--- src/rtl/fetch_stage.sv ---
// IF stage: owns the PC, issues single-outstanding word fetches over a valid/ready
// channel, and holds the IF/ID register feeding decode (with a one-entry park buffer).
//
// state  | meaning
// S_REQ  | fetch request for pc pending on the imem request channel
// S_WAIT | one request in flight, waiting for imem_rsp_valid
// S_BUF  | response parked because IF/ID was full and decode stalled
module fetch_stage #(
  parameter int            AW       = 32,
  parameter logic [AW-1:0] PC_RESET = 32'h0100_0000
) (
  input  logic          clock,
  input  logic          reset,
  output logic          imem_req_valid,
  input  logic          imem_req_ready,
  output logic [AW-1:0] imem_addr,
  input  logic          imem_rsp_valid,
  input  logic [31:0]   imem_rsp_data,
  input  logic          id_stall,
  input  logic          redirect_valid,
  input  logic [AW-1:0] redirect_pc,
  output logic          if_id_valid,
  output logic [31:0]   if_id_inst,
  output logic [AW-1:0] if_id_pc
);

  typedef enum logic [1:0] {S_REQ, S_WAIT, S_BUF} state_t;

  state_t        state_q, state_d;
  logic [AW-1:0] pc_q, pc_d;
  logic [AW-1:0] inflight_pc_q, inflight_pc_d;
  logic          drop_q, drop_d;
  logic          buf_valid_q, buf_valid_d;
  logic [31:0]   buf_inst_q, buf_inst_d;
  logic [AW-1:0] buf_pc_q, buf_pc_d;
  logic          if_id_valid_q, if_id_valid_d;
  logic [31:0]   if_id_inst_q, if_id_inst_d;
  logic [AW-1:0] if_id_pc_q, if_id_pc_d;
  logic          req_fire;
  logic          if_id_free;
  logic          unused_redirect_lsbs;

  assign unused_redirect_lsbs = ^redirect_pc[1:0];

  always_ff @(posedge clock or posedge reset) begin
    if (reset) begin
      state_q       <= S_REQ;
      pc_q          <= PC_RESET;
      inflight_pc_q <= '0;
      drop_q        <= 1'b0;
      buf_valid_q   <= 1'b0;
      buf_inst_q    <= 32'h0000_0013;
      buf_pc_q      <= '0;
      if_id_valid_q <= 1'b0;
      if_id_inst_q  <= 32'h0000_0013;
      if_id_pc_q    <= '0;
    end else begin
      state_q       <= state_d;
      pc_q          <= pc_d;
      inflight_pc_q <= inflight_pc_d;
      drop_q        <= drop_d;
      buf_valid_q   <= buf_valid_d;
      buf_inst_q    <= buf_inst_d;
      buf_pc_q      <= buf_pc_d;
      if_id_valid_q <= if_id_valid_d;
      if_id_inst_q  <= if_id_inst_d;
      if_id_pc_q    <= if_id_pc_d;
    end
  end

  always_comb begin
    state_d       = state_q;
    pc_d          = pc_q;
    inflight_pc_d = inflight_pc_q;
    drop_d        = drop_q;
    buf_valid_d   = buf_valid_q;
    buf_inst_d    = buf_inst_q;
    buf_pc_d      = buf_pc_q;
    if_id_valid_d = if_id_valid_q;
    if_id_inst_d  = if_id_inst_q;
    if_id_pc_d    = if_id_pc_q;

    // A redirect gates the request so the old address can never be accepted.
    imem_req_valid = (state_q == S_REQ) && !redirect_valid && !reset;
    req_fire       = imem_req_valid && imem_req_ready;
    if_id_free     = !if_id_valid_q || !id_stall;

    if (redirect_valid) begin
      pc_d          = {redirect_pc[AW-1:2], 2'b00};
      if_id_valid_d = 1'b0;
      buf_valid_d   = 1'b0;
      case (state_q)
        S_WAIT: begin
          if (imem_rsp_valid) begin
            state_d = S_REQ;
            drop_d  = 1'b0;
          end else begin
            drop_d = 1'b1;
          end
        end
        default: state_d = S_REQ;
      endcase
    end else begin
      if (if_id_valid_q && !id_stall) if_id_valid_d = 1'b0;
      case (state_q)
        S_REQ: begin
          if (req_fire) begin
            inflight_pc_d = pc_q;
            state_d       = S_WAIT;
          end
        end
        S_WAIT: begin
          if (imem_rsp_valid) begin
            state_d = S_REQ;
            if (drop_q) begin
              drop_d = 1'b0;
            end else begin
              pc_d = inflight_pc_q + AW'(4);
              if (if_id_free) begin
                if_id_valid_d = 1'b1;
                if_id_inst_d  = imem_rsp_data;
                if_id_pc_d    = inflight_pc_q;
              end else begin
                buf_valid_d = 1'b1;
                buf_inst_d  = imem_rsp_data;
                buf_pc_d    = inflight_pc_q;
                state_d     = S_BUF;
              end
            end
          end
        end
        S_BUF: begin
          if (!id_stall) begin
            if_id_valid_d = buf_valid_q;
            if_id_inst_d  = buf_inst_q;
            if_id_pc_d    = buf_pc_q;
            buf_valid_d   = 1'b0;
            state_d       = S_REQ;
          end
        end
        default: state_d = S_REQ;
      endcase
    end
  end

  assign imem_addr   = pc_q;
  assign if_id_valid = if_id_valid_q;
  assign if_id_inst  = if_id_inst_q;
  assign if_id_pc    = if_id_pc_q;

endmodule

--- config.mk ---
export PLATFORM = sky130hd
export DESIGN_NAME = fetch_stage
export DESIGN_NICKNAME = d
export VERILOG_FILES = /design/src/rtl/fetch_stage.sv
export SDC_FILE = /design/constraint.sdc
export NUM_CORES = 1
export LEC_CHECK = 0
export CAP_MARGIN = 20
export CORE_ASPECT_RATIO = 0.5
export CORE_MARGIN = 2
export CORE_UTILIZATION = 50
export DETAILED_ROUTE_END_ITERATION = 10
export PLACE_DENSITY = 0.77
export SYNTH_ARGS = -nofsm -noshare
export SYNTH_HDL_FRONTEND = slang
export SYNTH_SLANG_ARGS = --single-unit
--- constraint.sdc ---
create_clock -name clock -period 14.2 [get_ports clock]
set_input_delay 1.42 -clock clock [delete_from_list [all_inputs] [get_ports clock]]
set_output_delay 1.42 -clock clock [all_outputs]
set_load 0.01 [all_outputs]
==> results of run 1 <==
layer usage:
layer,part of all wire (%),vias to the layer above,GRT usage [%]
met1,47,3102,30.3
met4,1.3,0,6.34
met5,0,-,0
met2,48,133,35.3
li1,-,2980,-
met3,3.8,20,3.74
flip-flops by register name (all words and copies together) (netlist names):
register       flops
if_id_inst        32
buf_pc_q          32
state_q            2
buf_valid_q        1
if_id_pc          32
inflight_pc_q     32
drop_q             1
buf_inst_q        32
if_id_valid        1
imem_addr         32
logic make-up after synthesis:
| family | share of synthesized area [%] |
|---|---|
| AOI/OAI and AO/OA | 8.08 |
| xor gates and xnor gates | 2.37 |
| adders and majority gates | 0.565 |
| buffers and inverters | 3.32 |
| DFF | 55.7 |
| muxes | 19.5 |
| and+or+nand+nor | 10.4 |
cell usage in the layout, fill, tap and decap left out, types with 4 or more instances in the layout:
master	count
nor3b_1	6
nor2_1	84
dfrtp_1	190
o21ai_0	19
xor2_1	6
nand4_1	6
nand2_1	58
o31ai_1	4
and3_1	4
a21oi_1	86
buf_4	7
inv_8	4
clkinv_4	4
nand3_1	5
clkdlybuf4s50_1	164
dfstp_2	7
xnor2_1	18
clkbuf_16	17
nor3_1	6
mux2_2	91
nor4_1	10
mux2i_1	68
inv_1	6
o221ai_1	11
worst register-to-register path: stages, from the launching register on:
cell      delay (ns)
dfrtp_1         0.41
inv_1           0.10
ha_1            0.33
and3b_1         0.23
nand2b_1        0.49
nor2_4          0.69
buf_4           0.67
mux2_2          0.47
per-stage QoR:
stage               cell area (um2)  setup slack [ns]
floorplan                      8860              7.42
global placement              10600              9.63
detailed placement            10600              9.62
CTS                           11200              9.90
global route                  11200              9.82
finish                        11200              9.91
where the power goes:
part	leakage, uW	internal, uW	switching, uW	total (uW)
clock network	0.000293	256	229	485
logic	0.00191	262	189	451
registers	0.00250	680	97.5	778
cell type report:
| class | count | area [um2] |
|---|---|---|
| clock inverter | 14 | 165 |
| sequential | 197 | 4940 |
| fill | 1365 | 6110 |
| multi-input combinational | 513 | 3650 |
| tap | 234 | 293 |
| clock buffer | 18 | 439 |
| timing repair buffer | 173 | 1730 |
| inverter | 7 | 33.8 |
how the worst min path moves through the flow:
stage	from	endpoint	slack (ns)	cells past startpoint
finish	buf_inst_q[23]	buf_inst_q[23]	0.49	1
global route	buf_inst_q[6]	buf_inst_q[6]	0.52	1
CTS	buf_inst_q[23]	buf_inst_q[23]	0.50	1
detailed placement	buf_inst_q[23]	buf_inst_q[23]	0.48	1
global placement	buf_pc_q[22]	buf_pc_q[22]	0.47	1
floorplan	buf_inst_q[23]	buf_inst_q[23]	0.46	1
==> results.md, run 1 <==
- Initial Util: 51.0%
- Global-route wire length before repair: 32100 um
- Worst vdd ir: 0.102 mV
- Routability Congestion: 0.827
- Initial antenna violation count: 0
- DPL Wire Length: between 10000 and 15000 um
- Worst Reg2Reg Path Length in Cells: 7
- Sequential area share after synthesis: a little under three fifths
- Worst path max stage delay: around 0.56 ns
- Worst-Skew Late Latency: between 0.4 and 0.5 ns
- Crit path time final: 4.29 ns
- Setup TNS: 0 ns
- Reg-to-Reg Start: state_q[1]
- Max Clk Rate: between 200 and 250 MHz
- Mean Syn Cell Area: between 10 and 15 um2
- CTS sink count: 197
- Top cells by count, synth: dfrtp_1, mux2_2, a21oi_1, nor2_1, mux2i_1
- Cell with the most instances after synthesis: dfrtp_1
- Chip Width: slightly below 200 um
- Num rows: 34
- Routed Antenna Nets: 0
- Slowest-stage cell, CP: buf_4
- Area Growth Syn to Fin: 26.9%
- CTS H-tree depth: 4
- Hold_buf cts: 0
- Vias per cell: 5.39
- Status: complete, no violations
- Yosys reg bits: between 150 and 200
- Worst r2r dst: buf_pc_q[31]
- Crit path depth: 5
- Syn Nets: 847
- Worst EP arrival: 2.87 ns
- Clk slew on worst S/H paths: 0.07 ns
- WHS: 0.490 ns
- Cts bufs inserted: 17
- Hold Path Class: reg2reg
- Ports: 168
- Final Util: 64.8%
- Top post-synthesis cells by area: dfrtp_1, mux2_2, mux2i_1
- Pleak: 0.00470 uW
- Synthesized area: ~0.009 mm2
- Synth async-reset ratio: 100%
- DR iter-0 viols: 317
- Top FF cell, synth: dfrtp_1
- Crit Path Category: in2out
- DRC: 0
- CTS tree: done
- Core area: 0.0174 mm2
- Root Buffer: clkbuf_16
- Aggregate global-route resource usage: 21.8%
- DIE AREA: 0.0189 mm2
- Post-CTS resize count: 0
- Crit share post-route: 30.2%
- R2R setup slack: 10.70 ns
- Setup violations, final: 0
- Slew HR: ~30%
- Crit path capture type: output pin
- Total global routing overflow: 0
- DRT Pass-1 Iters: 4
- Critical Path Start: redirect_valid
- Layout Nets: 983
- Clock Skew: 0.0109 ns
- Final Slew Violations: 0
- Power density cells: 152 mW/mm2
- Vias in the first global route: 6239
- Synth Instances: 773
- Synth area leader: dfrtp_1
- Critical path required time: ~13 ns
- Setup bufs post-CTS: 0
- Crit start category: input port
- PortBufs: about 170
- Worst-path cell chain: buf_2 > buf_4 > nand2b_1 > nor2_1 > clkdlybuf4s50_1
- Final total power: 1710 uW
- Vias post-DR: between 6k and 7k
- Max_cap viols: 0
- WL/cell: 16.9 um
- Synth Warn #: 0
- Post-synth EDFFs: 0
- RSZ-0062 raised after global routing: no
- Crit path max fanout: 70
- Worst slew pin tran: about 1.1 ns
- Final Hold Vio Count: 0
- CP Buf/Inv Count: 3
- Crit path capture: imem_req_valid
- Share of the synthesized area in the top cell type: 53.7%
- Die Y: just under 100 um
- Final cell count without fillers: 1156
- Cell count after placement: 1123
- Layout cell share with drive strength beyond 1: 16.2%
- Worst path top cell family by delay: buffers and inverters
- Largest net degree at the start of global routing: 114
- Yosys cell types: 44
- Antenna diodes: 0
- Max Root-Sink Buffers: 2
- Drt total wl: 19600 um
(Power assumes the default switching activity.)
==> inputs of run 2 (changes only) <==
--- a/config.mk
+++ b/config.mk
@@ -8,9 +8,9 @@
 export CAP_MARGIN = 20
 export CORE_ASPECT_RATIO = 0.5
 export CORE_MARGIN = 2
-export CORE_UTILIZATION = 50
+export CORE_UTILIZATION = 47
 export DETAILED_ROUTE_END_ITERATION = 10
-export PLACE_DENSITY = 0.77
+export PLACE_DENSITY = 0.76
 export SYNTH_ARGS = -nofsm -noshare
 export SYNTH_HDL_FRONTEND = slang
 export SYNTH_SLANG_ARGS = --single-unit
==> constraint.sdc (replaced) <==
create_clock -name clock -period 3.9 [get_ports clock]
set_input_delay 0.39 -clock clock [delete_from_list [all_inputs] [get_ports clock]]
set_output_delay 0.39 -clock clock [all_outputs]
set_load 0.01 [all_outputs]
==> results.md, run 2 (synthesis results as in run 1) <==
- Max Root-Sink Buffers: 2
- Max Clk Rate: 389 MHz
- Topmost layer with routed signal wires: met4
- Metal1 wirelength: 9400 um
- Commonest non-fill, non-tap cell in the layout: dfrtp_1
- Met3 wire length: 832 um
- Worst vdd ir: 0.316 mV
- Hold Path Class: in2reg
- Critical path required time: 4.26 ns
- Final Slew Violations: 0
- NetSw: roughly 1900 uW
- Crit path max fanout: a little under 70
- PortBufs: roughly 170
- Hold Startpoint: redirect_valid
- Worst Reg2Reg Path Length in Cells: 9
- Comb power frac: 26.8%
- Vias post-DR: roughly 6.3k
- Reg-to-Reg Start: state_q[1]
- DIE AREA: 0.0200 mm2
- Worst r2r dst: if_id_pc[15]
- Crit share post-route: 65.8%
- Reg area: approximately 0.005 mm2
- Die Y: 101 um
- Routability Congestion: 0.775
- DRC: 0
- Hold_buf cts: 0
- Drt total wl: around 20000 um
- Max_cap viols: 0
- Clock power frac: approximately 27%
- Setup bufs post-CTS: 0
- Setup WS pre-CTS: about 1.3 ns
- Initial antenna violation count: 0
- Worst EP arrival: between 2 and 3 ns
- Final Util: 61.3%
- Final total power: 6180 uW
- Chip Width: approximately 200 um
- Power density cells: 546 mW/mm2
- Global-route wire length before repair: 32800 um
- Slew HR: 37.9%
- Layout cell share with drive strength beyond 1: roughly 17%
- Post-CTS resize count: 0
- Aggregate global-route resource usage: 21.1%
- Worst hold path cell count: 3
- WHS: around 0.32 ns
- Setup TNS: 0 ns
- Clock Skew: 0.0151 ns
- Total global routing overflow: 0
- RSZ-0062 raised after global routing: no
- Setup violations, final: 0
- Ports: 168
- Footprint of the multi-input gates: between 0.003 and 0.004 mm2
- Largest net degree at the start of global routing: 69
- Internal power: between 4000 and 5000 uW
- Cts bufs inserted: 17
- Vias in the first global route: 6341
- CTS H-tree depth: 4
- Post-route setup slack: 1.33 ns
- Routed Antenna Nets: 0
- Worst-Skew Late Latency: ~0.44 ns
- Layout Nets: 988
- Worst slew pin tran: 0.932 ns
- Commonest cells after routing, fill and taps aside: dfrtp_1, clkdlybuf4s50_1, mux2_2
- Initial Util: around half
- Final Hold Vio Count: 0
- Status: complete, no violations
- Crit path capture type: flop
- Part of the power in registers: 45.9%
- Num rows: 35
- Clk slew on worst S/H paths: roughly 0.07 ns
- Sw frac: 30.7%
- Area Growth Syn to Fin: 27.6%
- Crit start category: flop
- Vias per cell: 5.32
- DR iter-0 viols: 284
- Root Buffer: clkbuf_16
- DRT Pass-1 Iters: 4
- DPL Wire Length: 13500 um
- End of the worst hold path: state_q[0]
- Pleak: approximately 0.0047 uW
- Crit Path Category: reg2reg
- Antenna diodes: 0
- Core area: ~0.018 mm2
- Fill count: about 1.5k
- CTS tree: done
- CTS sink count: 197
- WL/cell: 17.2 um
- Crit path time final: ~2.6 ns
- R2R setup slack: between 1 and 1.5 ns
- DR WL met2: 9890 um
==> run 2: cell types whose count changed in the layout (fill, tap and decap cells not counted), sizes merged <==
cell      delta
clkinvlp     +1
inv          +1
clkbuf       -1
bufinv       -1
buf          +5
==> run 2: how the worst max path moves through the flow <==
stage	start	to	slack [ns]
3_3_place_gp	imem_rsp_valid	imem_addr[16]	1.30
5_1_grt	state_q[1]	if_id_inst[6]	1.10
6_report	state_q[1]	if_id_pc[15]	1.33
2_1_floorplan	reset	buf_inst_q[10]	0.97
3_5_place_dp	imem_rsp_valid	if_id_inst[0]	1.31
4_1_cts	state_q[1]	if_id_pc[26]	1.34
==> run 2: power by group through the flow <==
| stage | logic, uW | registers, uW | clock network, uW |
|---|---|---|---|
| after detailed placement | 1670 | 2870 | 0 |
| after floorplan | 610 | 2940 | 0 |
| after global placement | 1630 | 2850 | 0 |
| final | 1660 | 2830 | 1690 |
| after global routing | 1800 | 2900 | 1820 |
| after CTS | 1680 | 2840 | 1730 |
==> run 2: layout make-up <==
class	count	area share, %
clock inverter	15	1.22
multi-input combinational	513	32.3
sequential	197	43.7
timing repair buffer	178	15.9
tap	259	2.87
inverter	7	0.266
clock buffer	17	3.76
==> run 2: through the flow <==
step / instances / instance area [um2]
after floorplan: 773 / 8860
after global placement: 1153 / 10700
after detailed placement: 1154 / 10700
after CTS: 1186 / 11300
after global routing: 1186 / 11300
final: 1186 / 11300
==> run 2: layer usage <==
metal / vias up / global-route usage, %
met2: 133 / 34.8
met3: 22 / 3.85
met4: 0 / 6.42
li1: 2998 / -
met1: 3161 / 28.8
met5: - / 0
==> run 2: critical path, stage by stage (launching register included) <==
cell and delay, ns:
dfrtp_1 0.41, inv_1 0.11, ha_1 0.33, and3b_1 0.25
buf_4 0.29, a21oi_1 0.15, nor2_4 0.11, buf_4 0.57
nor2_1 0.09, a21oi_1 0.15
